===== src/rtl/alu_seq_pkg.sv =====
// Shared definitions for the ALU stack sequencer: ALU opcodes, flag bit
// positions, FSM state encoding and operand-class helpers.
package alu_seq_pkg;

  localparam int unsigned ALOP_W  = 3;
  localparam int unsigned FLAGS_W = 4;

  localparam logic [ALOP_W-1:0] ALOP_CPY  = 3'd0;
  localparam logic [ALOP_W-1:0] ALOP_ADD  = 3'd1;
  localparam logic [ALOP_W-1:0] ALOP_NEGY = 3'd2;
  localparam logic [ALOP_W-1:0] ALOP_OR   = 3'd3;
  localparam logic [ALOP_W-1:0] ALOP_NOTY = 3'd4;
  localparam logic [ALOP_W-1:0] ALOP_CPX  = 3'd5;
  localparam logic [ALOP_W-1:0] ALOP_INX  = 3'd6;
  localparam logic [ALOP_W-1:0] ALOP_DCX  = 3'd7;

  localparam int unsigned FLAG_SF = 0;
  localparam int unsigned FLAG_CF = 1;
  localparam int unsigned FLAG_ZF = 2;
  localparam int unsigned FLAG_OF = 3;

  typedef enum logic [2:0] {
    ST_IDLE  = 3'd0,
    ST_CHECK = 3'd1,
    ST_POP1  = 3'd2,
    ST_POP2  = 3'd3,
    ST_EXEC  = 3'd4,
    ST_RES   = 3'd5,
    ST_PUSH  = 3'd6,
    ST_ERR   = 3'd7
  } state_t;

  // Number of stack operands an ALU op consumes.
  function automatic logic [1:0] operand_count(input logic [ALOP_W-1:0] op);
    return ((op == ALOP_ADD) || (op == ALOP_OR)) ? 2'd2 : 2'd1;
  endfunction

  // Unary ops on x take their single operand into alu_x instead of alu_y.
  function automatic logic top_to_x(input logic [ALOP_W-1:0] op);
    return (op == ALOP_CPX) || (op == ALOP_INX) || (op == ALOP_DCX);
  endfunction

endpackage


===== src/rtl/alu_stack_sequencer.sv =====
// Sequences one ALU operation against the operand stack: checks depth, pops
// operands into the ALU operand registers, captures the result and flags,
// then pushes the result. Optional macro ALU_SEQ_RESREG_EN inserts a RES
// state after EXEC so the ALU gets a full extra cycle before capture.
module alu_stack_sequencer
  import alu_seq_pkg::*;
#(
  parameter int unsigned DATA_W  = 16,
  parameter int unsigned DEPTH_W = 5
) (
  input  logic               clk,
  input  logic               rst_n,
  input  logic               cmd_valid,
  output logic               cmd_ready,
  input  logic [2:0]         cmd_op,
  output logic               done,
  output logic               err,
  input  logic [DATA_W-1:0]  stk_top,
  input  logic [DEPTH_W-1:0] stk_depth,
  output logic               stk_pop,
  output logic               stk_push,
  output logic [DATA_W-1:0]  stk_wr_data,
  output logic [DATA_W-1:0]  alu_x,
  output logic [DATA_W-1:0]  alu_y,
  output logic [2:0]         alu_op,
  input  logic [DATA_W-1:0]  alu_z,
  input  logic [3:0]         alu_flags,
  output logic [3:0]         flags
);

  state_t              state;
  state_t              state_nxt;
  logic [DATA_W-1:0]   alu_x_nxt;
  logic [DATA_W-1:0]   alu_y_nxt;
  logic [2:0]          alu_op_nxt;
  logic [DATA_W-1:0]   wr_data_nxt;
  logic [3:0]          flags_nxt;

  // Next-state, operand capture and result capture.
  always_comb begin
    state_nxt   = state;
    alu_x_nxt   = alu_x;
    alu_y_nxt   = alu_y;
    alu_op_nxt  = alu_op;
    wr_data_nxt = stk_wr_data;
    flags_nxt   = flags;
    case (state)
      ST_IDLE: begin
        if (cmd_valid) begin
          state_nxt  = ST_CHECK;
          alu_op_nxt = cmd_op;
        end
      end
      ST_CHECK: begin
        if (stk_depth < DEPTH_W'(operand_count(alu_op))) state_nxt = ST_ERR;
        else                                             state_nxt = ST_POP1;
      end
      ST_POP1: begin
        if (top_to_x(alu_op)) alu_x_nxt = stk_top;
        else                  alu_y_nxt = stk_top;
        state_nxt = (operand_count(alu_op) == 2'd2) ? ST_POP2 : ST_EXEC;
      end
      ST_POP2: begin
        alu_x_nxt = stk_top;
        state_nxt = ST_EXEC;
      end
`ifdef ALU_SEQ_RESREG_EN
      ST_EXEC: state_nxt = ST_RES;
      ST_RES: begin
        wr_data_nxt = alu_z;
        flags_nxt   = alu_flags;
        state_nxt   = ST_PUSH;
      end
`else
      ST_EXEC: begin
        wr_data_nxt = alu_z;
        flags_nxt   = alu_flags;
        state_nxt   = ST_PUSH;
      end
`endif
      ST_PUSH: state_nxt = ST_IDLE;
      ST_ERR:  state_nxt = ST_IDLE;
      default: state_nxt = ST_IDLE;
    endcase
  end

  // State, datapath and strobes; strobes are decoded from the next state so
  // they are registered yet coincide with the state they belong to.
  always_ff @(posedge clk or negedge rst_n) begin
    if (!rst_n) begin
      state       <= ST_IDLE;
      cmd_ready   <= 1'b1;
      done        <= 1'b0;
      err         <= 1'b0;
      stk_pop     <= 1'b0;
      stk_push    <= 1'b0;
      stk_wr_data <= '0;
      alu_x       <= '0;
      alu_y       <= '0;
      alu_op      <= ALOP_CPY;
      flags       <= '0;
    end else begin
      state       <= state_nxt;
      cmd_ready   <= (state_nxt == ST_IDLE);
      done        <= (state_nxt == ST_PUSH);
      err         <= (state_nxt == ST_ERR);
      stk_pop     <= (state_nxt == ST_POP1) || (state_nxt == ST_POP2);
      stk_push    <= (state_nxt == ST_PUSH);
      stk_wr_data <= wr_data_nxt;
      alu_x       <= alu_x_nxt;
      alu_y       <= alu_y_nxt;
      alu_op      <= alu_op_nxt;
      flags       <= flags_nxt;
    end
  end

endmodule


===== config.mk =====
export PLATFORM = sky130hd
export DESIGN_NAME = alu_stack_sequencer
export DESIGN_NICKNAME = d
export VERILOG_FILES = /design/src/rtl/alu_seq_pkg.sv /design/src/rtl/alu_stack_sequencer.sv
export SDC_FILE = /design/constraint.sdc
export NUM_CORES = 1
export LEC_CHECK = 0
export CORE_UTILIZATION = 42
export CTS_CLUSTER_DIAMETER = 30
export DETAILED_ROUTE_END_ITERATION = 10
export PLACE_DENSITY = 0.78
export SETUP_SLACK_MARGIN = 0.02
export SYNTH_ARGS = -nofsm -noshare
export SYNTH_HDL_FRONTEND = slang
export SYNTH_SLANG_ARGS = --single-unit

===== constraint.sdc =====
create_clock -name clk -period 1.89 [get_ports clk]
set_input_delay 0.189 -clock clk [delete_from_list [all_inputs] [get_ports clk]]
set_output_delay 0.189 -clock clk [all_outputs]
set_load 0.01 [all_outputs]

; ---- After elaboration in Yosys (flattened, before gate mapping)
; Cells that the tools add are included.
[classes]
reduce_logical = 10
n_eq_ne = 15
n_bitwise = 1
order_cmp = 1
n_mux = 7
[op_table]
columns = cell, count
row1 = 16-bit one-hot mux with 2 select lines, 1
row2 = 3-bit == test (second input constant), 6
row3 = 16-bit 2-to-1 mux, 1
row4 = 3-bit by 2-bit == test with 1-bit output (second input constant), 5
row5 = 3-bit one-hot mux with 5 select lines, 1
row6 = 3-bit 2-to-1 mux, 3
row7 = 3-bit by 1-bit == test with 1-bit output (second input constant), 2
row8 = 3-bit logical NOT, 2
row9 = 2-bit AND reduction, 3
row10 = 5-bit by 2-bit < comparator with 1-bit output, 1
row11 = 1-bit logical OR, 4
row12 = 2-bit == test (second input constant), 1
row13 = 2-bit 2-to-1 mux, 1
row14 = 2-bit != test (second input constant), 1
row15 = 2-bit nonzero test, 1
row16 = 1-bit inverter, 1
[word_totals]
wordCells = 44
in_bits = 47
reg_bits = 62
output_inout_bits = 60

; ---- Depth between registers and ports, before layout
; Gate-level depths: netlist of run 1.
[logic_depth]
word_depth = 8
depth_mapped = 5
ltp_nobuf = 3

; ---- Worst setup path after synthesis of run 1
; Ideal clock, no wire load.
[synth_path]
path_kind = flip-flop to flip-flop
start = register alu_op[0]
end = register alu_y[0]
path_stages_with_launch = 5
t_arrival_ns = 1.420
setup_time_ns = 0.125
setup_slack_ns = 0.345
synth_period_minus_slack_ns = 1.545
cell_sequence = dfrtp_1 > o21a_1 > nor3_4 > buf_8 > mux2_4
[synth_between]
elab_chain_len = 5
elab_cells_between_ends = 7
cone_classes = eq/ne: 3 / bitwise: 1 / reduce/logical: 3
[synth_lines]
columns = element, line_no
row1 = from (decl), alu_stack_sequencer.sv:25  ; output logic [2:0] alu_op,
row2 = from (signal assigned), alu_stack_sequencer.sv:112  ; alu_op <= alu_op_nxt;
row3 = 3-bit == test, alu_seq_pkg.sv:40  ; return (op == ALOP_CPX) || (op == ALOP_INX) || (op == ALOP_DCX);
row4 = 1-bit logical OR, alu_seq_pkg.sv:40
row5 = 1-bit logical OR (*), alu_seq_pkg.sv:40
row6 = 1-bit inverter (no line) (*), --
row7 = 2-bit AND reduction (no line) (*), --
row8 = to (signal assigned), alu_stack_sequencer.sv:111  ; alu_y <= alu_y_nxt;
row9 = to (decl), alu_stack_sequencer.sv:24  ; output logic [DATA_W-1:0] alu_y,
; Every way passes the cells marked *; elsewhere a longest branch is shown, timed or not.
; A chain may end at the register's enable or synchronous reset.

; ---- Worst setup path in the final report of run 1
[layout_path]
start = register state[1]
end = register stk_pop
[layout_between]
elab_chain_len = 4
elab_cells_between_ends = 10
cone_classes = eq/ne: 6 / mux: 2 / reduce/logical: 2
[layout_lines]
columns = element, line_no
row1 = from (decl), alu_stack_sequencer.sv:31  ; state_t state;
row2 = from (signal assigned), alu_stack_sequencer.sv:103  ; state <= state_nxt;
row3 = "3-bit == test, or another cell as far along", alu_stack_sequencer.sv:47  ; case (state)
row4 = 3-bit one-hot mux with 5 select lines (*), alu_stack_sequencer.sv:47
row5 = 3-bit by 2-bit == test with 1-bit output, alu_stack_sequencer.sv:107  ; stk_pop <= (state_nxt == ST_POP1) || (state_nxt == ST_POP2);
row6 = 1-bit logical OR (*), alu_stack_sequencer.sv:107
row7 = to (signal assigned), alu_stack_sequencer.sv:107
row8 = to (decl), alu_stack_sequencer.sv:20  ; output logic stk_pop,
; Marked as above.

==> results of run 1 <==
==> kinds of logic (layout without fill, tap and decap cells) <==
logic type	after synthesis	count (layout)
buffers and inverters	9	130
muxes	56	56
AOI/OAI and AO/OA	8	8
DFF	62	62
and+or+nand+nor	16	16
==> Yosys cell counts <==
library cell   n  area, sq um
a21oi_1        1         5.00
nor4b_2        1         15.0
or3_1          1         6.26
mux2_2        45          507
nor2b_1        3         18.8
buf_6          1         11.3
buf_8          1         15.0
nor2_1         2         7.51
nor3_4         1         16.3
nand2b_4       1         13.8
mux2_1         1         11.3
nor4bb_1       1         10.0
o2111a_1       1         11.3
nor3_1         1         5.00
or4_1          1         7.51
a21o_1         1         7.51
buf_4          4         30.0
nand2_1        3         11.3
o21a_1         1         7.51
a2111oi_2      1         15.0
nor3b_4        1         18.8
dfstp_2        1         26.3
o21ai_0        2         10.0
dfrtp_1       61         1530
o21bai_4       1         18.8
mux2_4        10          150
buf_2          1         5.00
inv_1          2         7.51
==> where the power goes <==
part / total [W] / internal (W) / switching [W]
clock network: 0.00106 / 0.000579 / 0.000482
registers: 0.00243 / 0.00201 / 0.000424
logic: 0.00320 / 0.00208 / 0.00112
total: 0.00669 / 0.00467 / 0.00203
==> stage by stage <==
step                      cells  total power [W]  cell area (sq um)  hold WS, ns   util
after floorplan             151          0.00402               2490       -0.107      -
after global placement      327          0.00560               3640        0.228  0.649
after detailed placement    327          0.00568               3640        0.224  0.649
after CTS                   344          0.00677               3840        0.406  0.685
after global routing        344          0.00706               3840        0.440  0.685
final                       344          0.00669               3840        0.396  0.685
==> state kept, by name, indices dropped and copies added (netlist names) <==
signal	flops
alu_y	16
stk_push	1
err	1
alu_x	16
flags	4
stk_pop	1
cmd_ready	1
alu_op	3
state	3
stk_wr_data	16
==> worst min-delay path, stage by stage <==
cell and delay [ns]:
dlygate4sd3_1 0.52, buf_2 0.12, buf_12 0.28
==> how the worst max path moves through the flow <==
stage,end,cells after the start,from,slack (ns)
finish,stk_pop,3,state[1],0.28
global route,stk_pop,3,state[1],0.15
CTS,stk_pop,3,state[1],0.30
detailed placement,alu_x[6],4,state[2],0.32
global placement,alu_y[14],4,state[1],0.36
floorplan,alu_y[0],4,alu_op[0],0.35
==> layer usage <==
metal,up-vias,part of all wire,wire length (um)
met5,-,0,0
met1,815,0.44,2370
met3,7,0.058,312
li1,766,-,-
met4,0,0.015,80
met2,57,0.48,2580
==> what timing repair did <==
item,4_1_cts,5_1_grt
hold endpoints to repair,61,0
gates resized for setup,0,0
setup endpoints to repair,0,0
hold buffers,1,0
==> final cells by class <==
type	count	area share
Inverter	2	0.00196
Timing Repair Buffer	112	0.294
Sequential cell	62	0.404
Tap cell	72	0.0235
Clock buffer	13	0.0440
Multi-Input combinational cell	80	0.228
Clock inverter	3	0.00456
==> results.py, run 1 <==
metrics = {
    "status": {
        "status": "complete, no violations",
    },
    "cells_and_area": {
        "seqCellArea_sq_um": 1550,
        "n_fill_cell": 429,
        "antennaDiodeCount": 0,
        "area_growth_pct": 53.9,
        "multi_input_area_sq_um": 873,
        "layout_commonest_cell": "clkdlybuf4s50_1",
        "layout.nets": 314,
        "drive_above_1_share": 0.305,
        "layout_common_cells": "clkdlybuf4s50_1, dfrtp_1, mux2_2",
    },
    "hold_path": {
        "hold_path_class": "in2async",
    },
    "clock_tree": {
        "cts_buffer_depth": 2,
        "cts_sinks": 62,
        "cts_tree": "done",
        "post-cts-setup-buffer-count": 0,
        "htreeDepth": 3,
        "clock_latency_ns": 0.32,
        "clk_pin_slew_ns": 0.07,
        "cts_buffers": 9,
        "cts-root-buf": "clkbuf_8",
    },
    "global_routing": {
        "grt_start_max_net_pins": 63,
        "top_usage_layer": "met2",
        "grtUsageMet2": 0.282,
        "grt_overflow": 0,
        "antenna_found_initial": 0,
        "track_usage": 0.182,
        "grt_use_met3": 0.0437,
        "use_met1": 0.235,
        "first_global_vias": 1665,
        "grt_pass1_wl_um": 8400,
    },
    "worst_setup_path": {
        "r2r_start": "state[1]",
        "max_stage_delay_ns": 0.58,
        "worstPathCellList": "nor4bb_1 > o21ai_0 > a2111oi_2",
        "r2r_slack_ns": 0.28,
        "worst_ep_arrival_time_ns": 1.82,
        "ff2ff_path_depth": 3,
        "crit_slowest_cell": "dfrtp_1",
        "crit_buf_inv": 0,
        "r2r_end": "stk_pop",
        "path_class": "reg2reg",
        "start_kind": "register",
        "path_delay_family": "flip-flops",
        "cp_data_required_time_ns": 2.10,
        "crit_fanout": 9,
        "endpoint_kind": "register",
    },
    "logic_synthesis": {
        "syn_nets": 198,
        "synth_top_family_by_area": "multiplexers",
        "syn_area_sq_um": 2490,
        "yosys.area_share.simple": 0.0522,
        "synthAdderAreaFrac": 0,
        "synthCells": 151,
        "synth-seq-area-share": 0.622,
        "syn_avg_cell_area_sq_um": 16.5,
        "ys_seq_elements": 62,
        "synth_mux_area_frac": 0.268,
        "synth-compound-area-share": 0.0301,
        "synth_cell_types": 28,
        "synth-warning-count": 0,
        "synth_xor_area_frac": 0,
    },
    "sta": {
        "slew_viol_final": 0,
        "tightest_slew_ns": 0.471,
        "setup_ws_ns": 0.283,
        "rsz0062_at_grt": "false",
        "min_period_over_period": 0.850,
        "fin_tns_setup_ns": 0,
        "slew_headroom": 0.686,
        "setup-violations-final": 0,
        "finalClockSkew_ns": 0.00486,
        "period_minus_slack_ns": 1.61,
        "finalHoldViolCount": 0,
        "fmax_ghz": 0.622,
    },
    "detailed_routing": {
        "drc": 0,
        "drt_iter0_drc": 61,
        "routedWlPerCell_um": 15.5,
        "vias": 1645,
        "vias_per_cell": 4.78,
        "ant_nets": 0,
        "dr.pass1.iters": 4,
        "wl_um": 5340,
    },
    "place": {
        "place_ws_ns": 0.318,
        "gp_congestion": 0.772,
        "portBuffers": 106,
        "place_hpwl_um": 3770,
    },
    "power_and_ir_drop": {
        "p_per_area_nw_per_um2": 1740,
        "ir_drop_mv": 0.836,
        "p_leak_nw": 1.62,
    },
    "floorplan": {
        "die_area_sq_um": 6250,
        "die_h_um": 79.1,
        "die-width_um": 79.1,
        "rows": 27,
        "start_util": 0.445,
        "fp.coreArea_sq_um": 5610,
        "io_pins": 107,
    },
    "job": {
        "drv_cap": 0,
    },
}
(Power assumes the default switching activity.)
==> run 2, diff against run 1 <==
HOLD_SLACK_MARGIN = 0.05   (was default)
==> results of run 2 <==
Final layout, timing and power as in run 1 (identical DEF).
